**src/rtl/idu_decode_stage.sv**
```systemverilog
// Registered RV32I/E decode stage: valid/ready input and output handshake,
// GPR file with write-back bypass, held-bundle operand refresh and an accept counter.
module idu_decode_stage #(
  parameter int XLEN   = 32,
  parameter int NR_REG = 32,
  parameter int CNT_W  = 32
) (
  input  logic             clk,
  input  logic             rst,
  input  logic             in_valid,
  output logic             in_ready,
  input  logic [31:0]      in_inst,
  input  logic [XLEN-1:0]  in_pc,
  input  logic             wb_en,
  input  logic [4:0]       wb_addr,
  input  logic [XLEN-1:0]  wb_data,
  output logic             out_valid,
  input  logic             out_ready,
  output logic [XLEN-1:0]  out_pc,
  output logic [3:0]       out_op,
  output logic [2:0]       out_funct3,
  output logic             out_alt,
  output logic [XLEN-1:0]  out_imm,
  output logic [XLEN-1:0]  out_rs1_data,
  output logic [XLEN-1:0]  out_rs2_data,
  output logic [4:0]       out_rd,
  output logic             out_rd_wen,
  output logic             out_illegal,
  output logic [CNT_W-1:0] dec_count
);

  typedef enum logic [3:0] {
    OP_ILLEGAL = 4'd0,
    OP_LUI     = 4'd1,
    OP_AUIPC   = 4'd2,
    OP_JAL     = 4'd3,
    OP_JALR    = 4'd4,
    OP_BRANCH  = 4'd5,
    OP_LOAD    = 4'd6,
    OP_STORE   = 4'd7,
    OP_OPIMM   = 4'd8,
    OP_OP      = 4'd9,
    OP_EBREAK  = 4'd10
  } op_e;

  localparam logic [5:0] REG_LIM = 6'(NR_REG);

  logic [XLEN-1:0] gpr [32];

  logic [6:0] opc;
  logic [4:0] f_rd, f_rs1, f_rs2;
  logic [2:0] f3;
  logic [6:0] f7;
  assign opc   = in_inst[6:0];
  assign f_rd  = in_inst[11:7];
  assign f3    = in_inst[14:12];
  assign f_rs1 = in_inst[19:15];
  assign f_rs2 = in_inst[24:20];
  assign f7    = in_inst[31:25];

  logic [XLEN-1:0] imm_i, imm_s, imm_b, imm_u, imm_j;
  assign imm_i = XLEN'($signed(in_inst[31:20]));
  assign imm_s = XLEN'($signed({in_inst[31:25], in_inst[11:7]}));
  assign imm_b = XLEN'($signed({in_inst[31], in_inst[7], in_inst[30:25], in_inst[11:8], 1'b0}));
  assign imm_u = XLEN'($signed({in_inst[31:12], 12'b0}));
  assign imm_j = XLEN'($signed({in_inst[31], in_inst[19:12], in_inst[20], in_inst[30:21], 1'b0}));

  op_e             d_op;
  logic [XLEN-1:0] d_imm;
  logic            d_alt, d_ok, use_rs1, use_rs2, use_rd;
  logic [4:0]      d_rs1, d_rs2, d_rd;
  logic [XLEN-1:0] d_rs1_data, d_rs2_data;

  always_comb begin
    d_op    = OP_ILLEGAL;
    d_imm   = '0;
    d_alt   = 1'b0;
    d_ok    = 1'b0;
    use_rs1 = 1'b0;
    use_rs2 = 1'b0;
    use_rd  = 1'b0;
    unique case (opc)
      7'b0110111: begin d_op = OP_LUI;   d_imm = imm_u; use_rd = 1'b1; d_ok = 1'b1; end
      7'b0010111: begin d_op = OP_AUIPC; d_imm = imm_u; use_rd = 1'b1; d_ok = 1'b1; end
      7'b1101111: begin d_op = OP_JAL;   d_imm = imm_j; use_rd = 1'b1; d_ok = 1'b1; end
      7'b1100111: begin
        d_op = OP_JALR; d_imm = imm_i; use_rs1 = 1'b1; use_rd = 1'b1;
        d_ok = (f3 == 3'd0);
      end
      7'b1100011: begin
        d_op = OP_BRANCH; d_imm = imm_b; use_rs1 = 1'b1; use_rs2 = 1'b1;
        d_ok = (f3 != 3'd2) && (f3 != 3'd3);
      end
      7'b0000011: begin
        d_op = OP_LOAD; d_imm = imm_i; use_rs1 = 1'b1; use_rd = 1'b1;
        d_ok = (f3 != 3'd3) && (f3 < 3'd6);
      end
      7'b0100011: begin
        d_op = OP_STORE; d_imm = imm_s; use_rs1 = 1'b1; use_rs2 = 1'b1;
        d_ok = (f3 <= 3'd2);
      end
      7'b0010011: begin
        d_op = OP_OPIMM; d_imm = imm_i; use_rs1 = 1'b1; use_rd = 1'b1;
        case (f3)
          3'd1:    d_ok = (f7 == 7'h00);
          3'd5:    begin d_ok = (f7 == 7'h00) || (f7 == 7'h20); d_alt = in_inst[30]; end
          default: d_ok = 1'b1;
        endcase
      end
      7'b0110011: begin
        d_op = OP_OP; use_rs1 = 1'b1; use_rs2 = 1'b1; use_rd = 1'b1; d_alt = in_inst[30];
        d_ok = (f7 == 7'h00) || ((f7 == 7'h20) && ((f3 == 3'd0) || (f3 == 3'd5)));
      end
      7'b1110011: begin
        if (in_inst == 32'h0010_0073) begin
          d_op = OP_EBREAK; d_ok = 1'b1;
        end
      end
      default: ;
    endcase
    if (use_rs1 && ({1'b0, f_rs1} >= REG_LIM)) d_ok = 1'b0;
    if (use_rs2 && ({1'b0, f_rs2} >= REG_LIM)) d_ok = 1'b0;
    if (use_rd  && ({1'b0, f_rd}  >= REG_LIM)) d_ok = 1'b0;
    // Illegal bundles carry no operands, immediate or destination.
    if (!d_ok) begin
      d_op    = OP_ILLEGAL;
      d_imm   = '0;
      d_alt   = 1'b0;
      use_rs1 = 1'b0;
      use_rs2 = 1'b0;
      use_rd  = 1'b0;
    end
  end

  assign d_rs1 = use_rs1 ? f_rs1 : 5'd0;
  assign d_rs2 = use_rs2 ? f_rs2 : 5'd0;
  assign d_rd  = use_rd  ? f_rd  : 5'd0;

  assign d_rs1_data = (d_rs1 == 5'd0) ? '0 : ((wb_en && wb_addr == d_rs1) ? wb_data : gpr[d_rs1]);
  assign d_rs2_data = (d_rs2 == 5'd0) ? '0 : ((wb_en && wb_addr == d_rs2) ? wb_data : gpr[d_rs2]);

  logic wb_ok, accept;
  assign wb_ok    = wb_en && (wb_addr != 5'd0) && ({1'b0, wb_addr} < REG_LIM);
  assign in_ready = !out_valid || out_ready;
  assign accept   = in_valid && in_ready;

  always_ff @(posedge clk or negedge rst) begin
    if (!rst) begin
      for (int unsigned i = 0; i < 32; i++) gpr[i] <= '0;
    end else if (wb_ok) begin
      gpr[wb_addr] <= wb_data;
    end
  end

  // Operand indices of the held bundle, kept so stalled operands track write-back.
  logic [4:0] h_rs1, h_rs2;

  always_ff @(posedge clk or negedge rst) begin
    if (!rst) begin
      out_valid    <= 1'b0;
      out_pc       <= '0;
      out_op       <= '0;
      out_funct3   <= '0;
      out_alt      <= 1'b0;
      out_imm      <= '0;
      out_rs1_data <= '0;
      out_rs2_data <= '0;
      out_rd       <= '0;
      out_rd_wen   <= 1'b0;
      out_illegal  <= 1'b0;
      h_rs1        <= '0;
      h_rs2        <= '0;
      dec_count    <= '0;
    end else if (accept) begin
      out_valid    <= 1'b1;
      out_pc       <= in_pc;
      out_op       <= d_op;
      out_funct3   <= f3;
      out_alt      <= d_alt;
      out_imm      <= d_imm;
      out_rs1_data <= d_rs1_data;
      out_rs2_data <= d_rs2_data;
      out_rd       <= d_rd;
      out_rd_wen   <= use_rd && (d_rd != 5'd0);
      out_illegal  <= !d_ok;
      h_rs1        <= d_rs1;
      h_rs2        <= d_rs2;
      dec_count    <= dec_count + CNT_W'(1);
    end else begin
      if (out_ready) out_valid <= 1'b0;
      if (wb_en && (h_rs1 != 5'd0) && (wb_addr == h_rs1)) out_rs1_data <= wb_data;
      if (wb_en && (h_rs2 != 5'd0) && (wb_addr == h_rs2)) out_rs2_data <= wb_data;
    end
  end

endmodule
```
**config.mk**
```make
export PLATFORM = sky130hd
export DESIGN_NAME = idu_decode_stage
export DESIGN_NICKNAME = d
export VERILOG_FILES = /design/src/rtl/idu_decode_stage.sv
export SDC_FILE = /design/constraint.sdc
export NUM_CORES = 2
export LEC_CHECK = 0
export CAP_MARGIN = 20
export CELL_PAD_IN_SITES_DETAIL_PLACEMENT = 1
export CELL_PAD_IN_SITES_GLOBAL_PLACEMENT = 1
export CORE_ASPECT_RATIO = 0.9
export CORE_MARGIN = 4
export CORE_UTILIZATION = 30
export CTS_BUF_LIST = sky130_fd_sc_hd__clkbuf_8
export DETAILED_ROUTE_END_ITERATION = 6
export GPL_TIMING_DRIVEN = 0
export PLACE_DENSITY = 0.53
export SLEW_MARGIN = 40
export SYNTH_ARGS = -nofsm -noshare
export SYNTH_HDL_FRONTEND = slang
export SYNTH_SLANG_ARGS = --single-unit
```
**constraint.sdc**
```tcl
create_clock -name clk -period 3.25 [get_ports clk]
set_input_delay 0.4875 -clock clk [delete_from_list [all_inputs] [get_ports clk]]
set_output_delay 0.4875 -clock clk [all_outputs]
set_load 0.02 [all_outputs]
```
==> reports/metrics.yaml <==
floorplan:
  coreArea_um2: 209500
  rows: 159
  die_area_um2: 218700
  die_w_um: 492.6
  die_h_um: 444.1
  ios: 283
  start_util: 0.3026
clock_network:
  htreeDepth: 4
  cts_root_buffer: "clkbuf_8"
  clkTransAtPathRegs_ns: 0.06
  tritoncts: "done"
  clock_sinks: 1210
  cts_buffers: 221
  clockBufferDepth: 3
  clkLatencyLatePin_ns: 1.07
worst_setup_path:
  reg2reg_depth: 10
  cp.required_ns: 4.22
  critPathLaunchType: "input port"
  arrival_ns: 4.47
  path_class: "input port to register"
  cp_max_fo: 10
  end_kind: "register"
pwr:
  power_density_nw_per_um2: 541.9
  total_power_w: 0.04469
  ir_worst_vdd_mv: 0.3927
  p_leak_nw: 35.09
sta:
  worst_pin_slew_ns: 1.043
  hold_violations: 0
  fmax_ghz: 0.2858
  skew_ns: 0.06263
  fin_crit_ns: 3.499
  period_share: 1.077
  rsz0062_at_grt: "true"
  drv_slew: 0
  maxSlewHeadroom: 0.2972
  layout_setup_ws_ns: -0.2486
  setup-violations-final: 68
synthesis:
  netlist.area_leader.share: 0.4776
  yosysTopAreaCell: "dfrtp_1"
  syn_area_per_cell_um2: 11.09
  synthArstFlopShare: 1.000
  syn_inst: 5716
  synth-edff-count: 0
  synth.distinct_cells: 96
  synth_ff_type: "dfrtp_1"
  yosys_warnings: 0
  yosys-top-cells-area: "dfrtp_1, mux2_2, mux2i_1, a21oi_1, nand2_1"
  synth_seq_area_share: 0.4776
  postSynthNetCount: 5823
  ys_ff_latch: 1210
  synth_area_um2: 63390
final_layout:
  drive_gt1_frac: 0.3544
  final_nets: 6610
  finalInstanceArea_um2: 82470
  fill_cells: 22510
  final_common_cell: "dfrtp_1"
  area_growth_pct: 30.09
  final_cell_mix: "dfrtp_1, mux2_2, nand2_1"
placement:
  gp_congestion: 1.062
  place_area_um2: 73950
  port-buffer-count: 271
  hpwl_um: 360900
routing:
  drt-initial-drc-count: 10170
  vias: 65090
  ant_nets: 0
  route.final.wire_length_um: 495400
  drt-pass1-iter-count: 7
  avgViaCountPerCell: 6.797
  drc_errors: 1
  wl_per_cell_um: 51.74
global_routing:
  grt-ovfl-total: 0
  grt_usage: 0.4384
  grt_max_degree: 105
  grt_antenna_before_repair: 91
  first_global_vias: 61630
  grt_pass1_wl_um: 630700
min_path:
  min_delay_path_depth: 3
  min_path_type: "input port to register"
flow_run:
  cap_violations: 0
run_status:
  failed_checks: "design-rule violations, negative setup slack"
  status: "finished, violations left"
[state kept, by name, summed over array words and instances (netlist names), 4 cells and up]
name and flops:
dec_count 32, gpr 1024, h_rs1 5, h_rs2 5, out_imm 32, out_op 4
out_pc 32, out_rd 5, out_rs1_data 32, out_rs2_data 32
[path summary, 6_finish.rpt]
| check | start | to | slack (ns) |
|---|---|---|---|
| min in group asynchronous | rst | out_pc[15] | 0.14 |
| max reg2reg | out_valid | out_rs2_data[13] | 0.03 |
| min | in_inst[19] | out_imm[19] | 0.0005 |
| max in group asynchronous | rst | gpr[44] | 0.79 |
| min reg2reg | dec_count[31] | dec_count[31] | 0.47 |
| max | in_inst[16] | out_rs1_data[27] | -0.25 |
[worst max-delay path, cell delays in order]
cell and delay (ns):
buf_2 0.40, inv_2 0.46, nor2_4 0.41, buf_2 0.60, clkbuf_2 0.44, buf_16 0.23, a21oi_1 0.08, o21ai_0 0.25
a21oi_2 0.16, nor3_4 0.56, a32oi_2 0.16, o21ai_0 0.19
[where the power goes]
group          switching [W]  total, W  internal [W]
logic                0.00489   0.00890       0.00401
registers            0.00261    0.0203        0.0177
clock network        0.00763    0.0155       0.00787
[per-layer routing]
layer / GRT usage / vias to the layer above / part of all wire
li1: - / 23200 / -
met1: 0.5265 / 33830 / 0.37
met2: 0.5815 / 6187 / 0.38
met3: 0.2043 / 1858 / 0.14
met4: 0.3818 / 20 / 0.11
met5: 0.004396 / - / 0.00035
[per-stage QoR]
stage / hold WS (ns) / setup WS, ns / cells / util / TNS (ns)
final: 0.0004682 / -0.2486 / 9576 / 0.3937 / -5.669
after global routing: -0.005897 / -0.06432 / 9500 / 0.3928 / -0.3051
after CTS: 0.01605 / 0.006865 / 9477 / 0.3900 / 0
after detailed placement: 0.3826 / -3.424 / 8948 / 0.3530 / -692.45
after global placement: 0.4408 / -58.04 / 8804 / 0.3324 / -
after floorplan: 0.1919 / 0.1757 / 5716 / - / 0
[cell families (layout without fill, tap and decap cells)]
kind of cell,Yosys count,after routing,share of synthesized area
flip-flops,1210,1210,0.4776
AND/OR/NAND/NOR,942,942,0.06539
multiplexers,1343,1343,0.2441
AO/OA/AOI/OAI,1573,1573,0.1675
buffers and inverters,605,1563,0.03943
other,0,85,0
adder cells (fa/ha/maj),1,1,0.0001973
XOR/XNOR,42,42,0.005803
[cell usage after synthesis, types with 9 or more instances]
library cell / count
o21ai_0: 305
nand3_1: 90
o21ai_1: 32
clkbuf_1: 395
a211o_1: 21
xnor2_1: 30
nand2_1: 476
a32oi_1: 29
mux4_2: 60
nor4_1: 15
o221ai_1: 57
a22oi_1: 141
buf_2: 113
a2111oi_0: 11
o211ai_1: 50
mux2_2: 1023
and3_1: 16
a221oi_1: 75
o31ai_1: 18
o2111ai_1: 15
nor2b_1: 16
buf_1: 55
buf_4: 11
a2bb2oi_1: 12
or4_1: 13
a31oi_1: 48
nand4_1: 14
inv_1: 20
o22ai_1: 65
a211oi_1: 77
dfrtp_1: 1210
nor3_1: 55
a22o_1: 58
mux2i_1: 260
and2_1: 12
a221o_1: 28
nand2b_1: 9
xor2_1: 12
a222oi_1: 31
nor2_1: 187
a21oi_1: 388
[cell type report]
cell class,instances,area [µm²],share of cell area
antenna,85,212.7,0.002579
buffer,575,3902,0.04732
clock buffer,277,3812,0.04623
clock inverter,117,624.3,0.007571
inverter,24,101.3,0.001229
multi-input combinational,3901,32560,0.3947
sequential,1210,30280,0.3672
tap,2817,3525,0.04274
timing repair buffer,570,7458,0.09044
[what timing repair did]
item | CTS | global route
buffers inserted | 93 | 16
hold buffers | 44 | 2
resized for setup | 494 | 111
pin swaps | 61 | 29
setup endpoints to repair | 117 | 64
hold endpoints to repair | 367 | 5
Note: power is estimated with default switching activity, not from simulation.
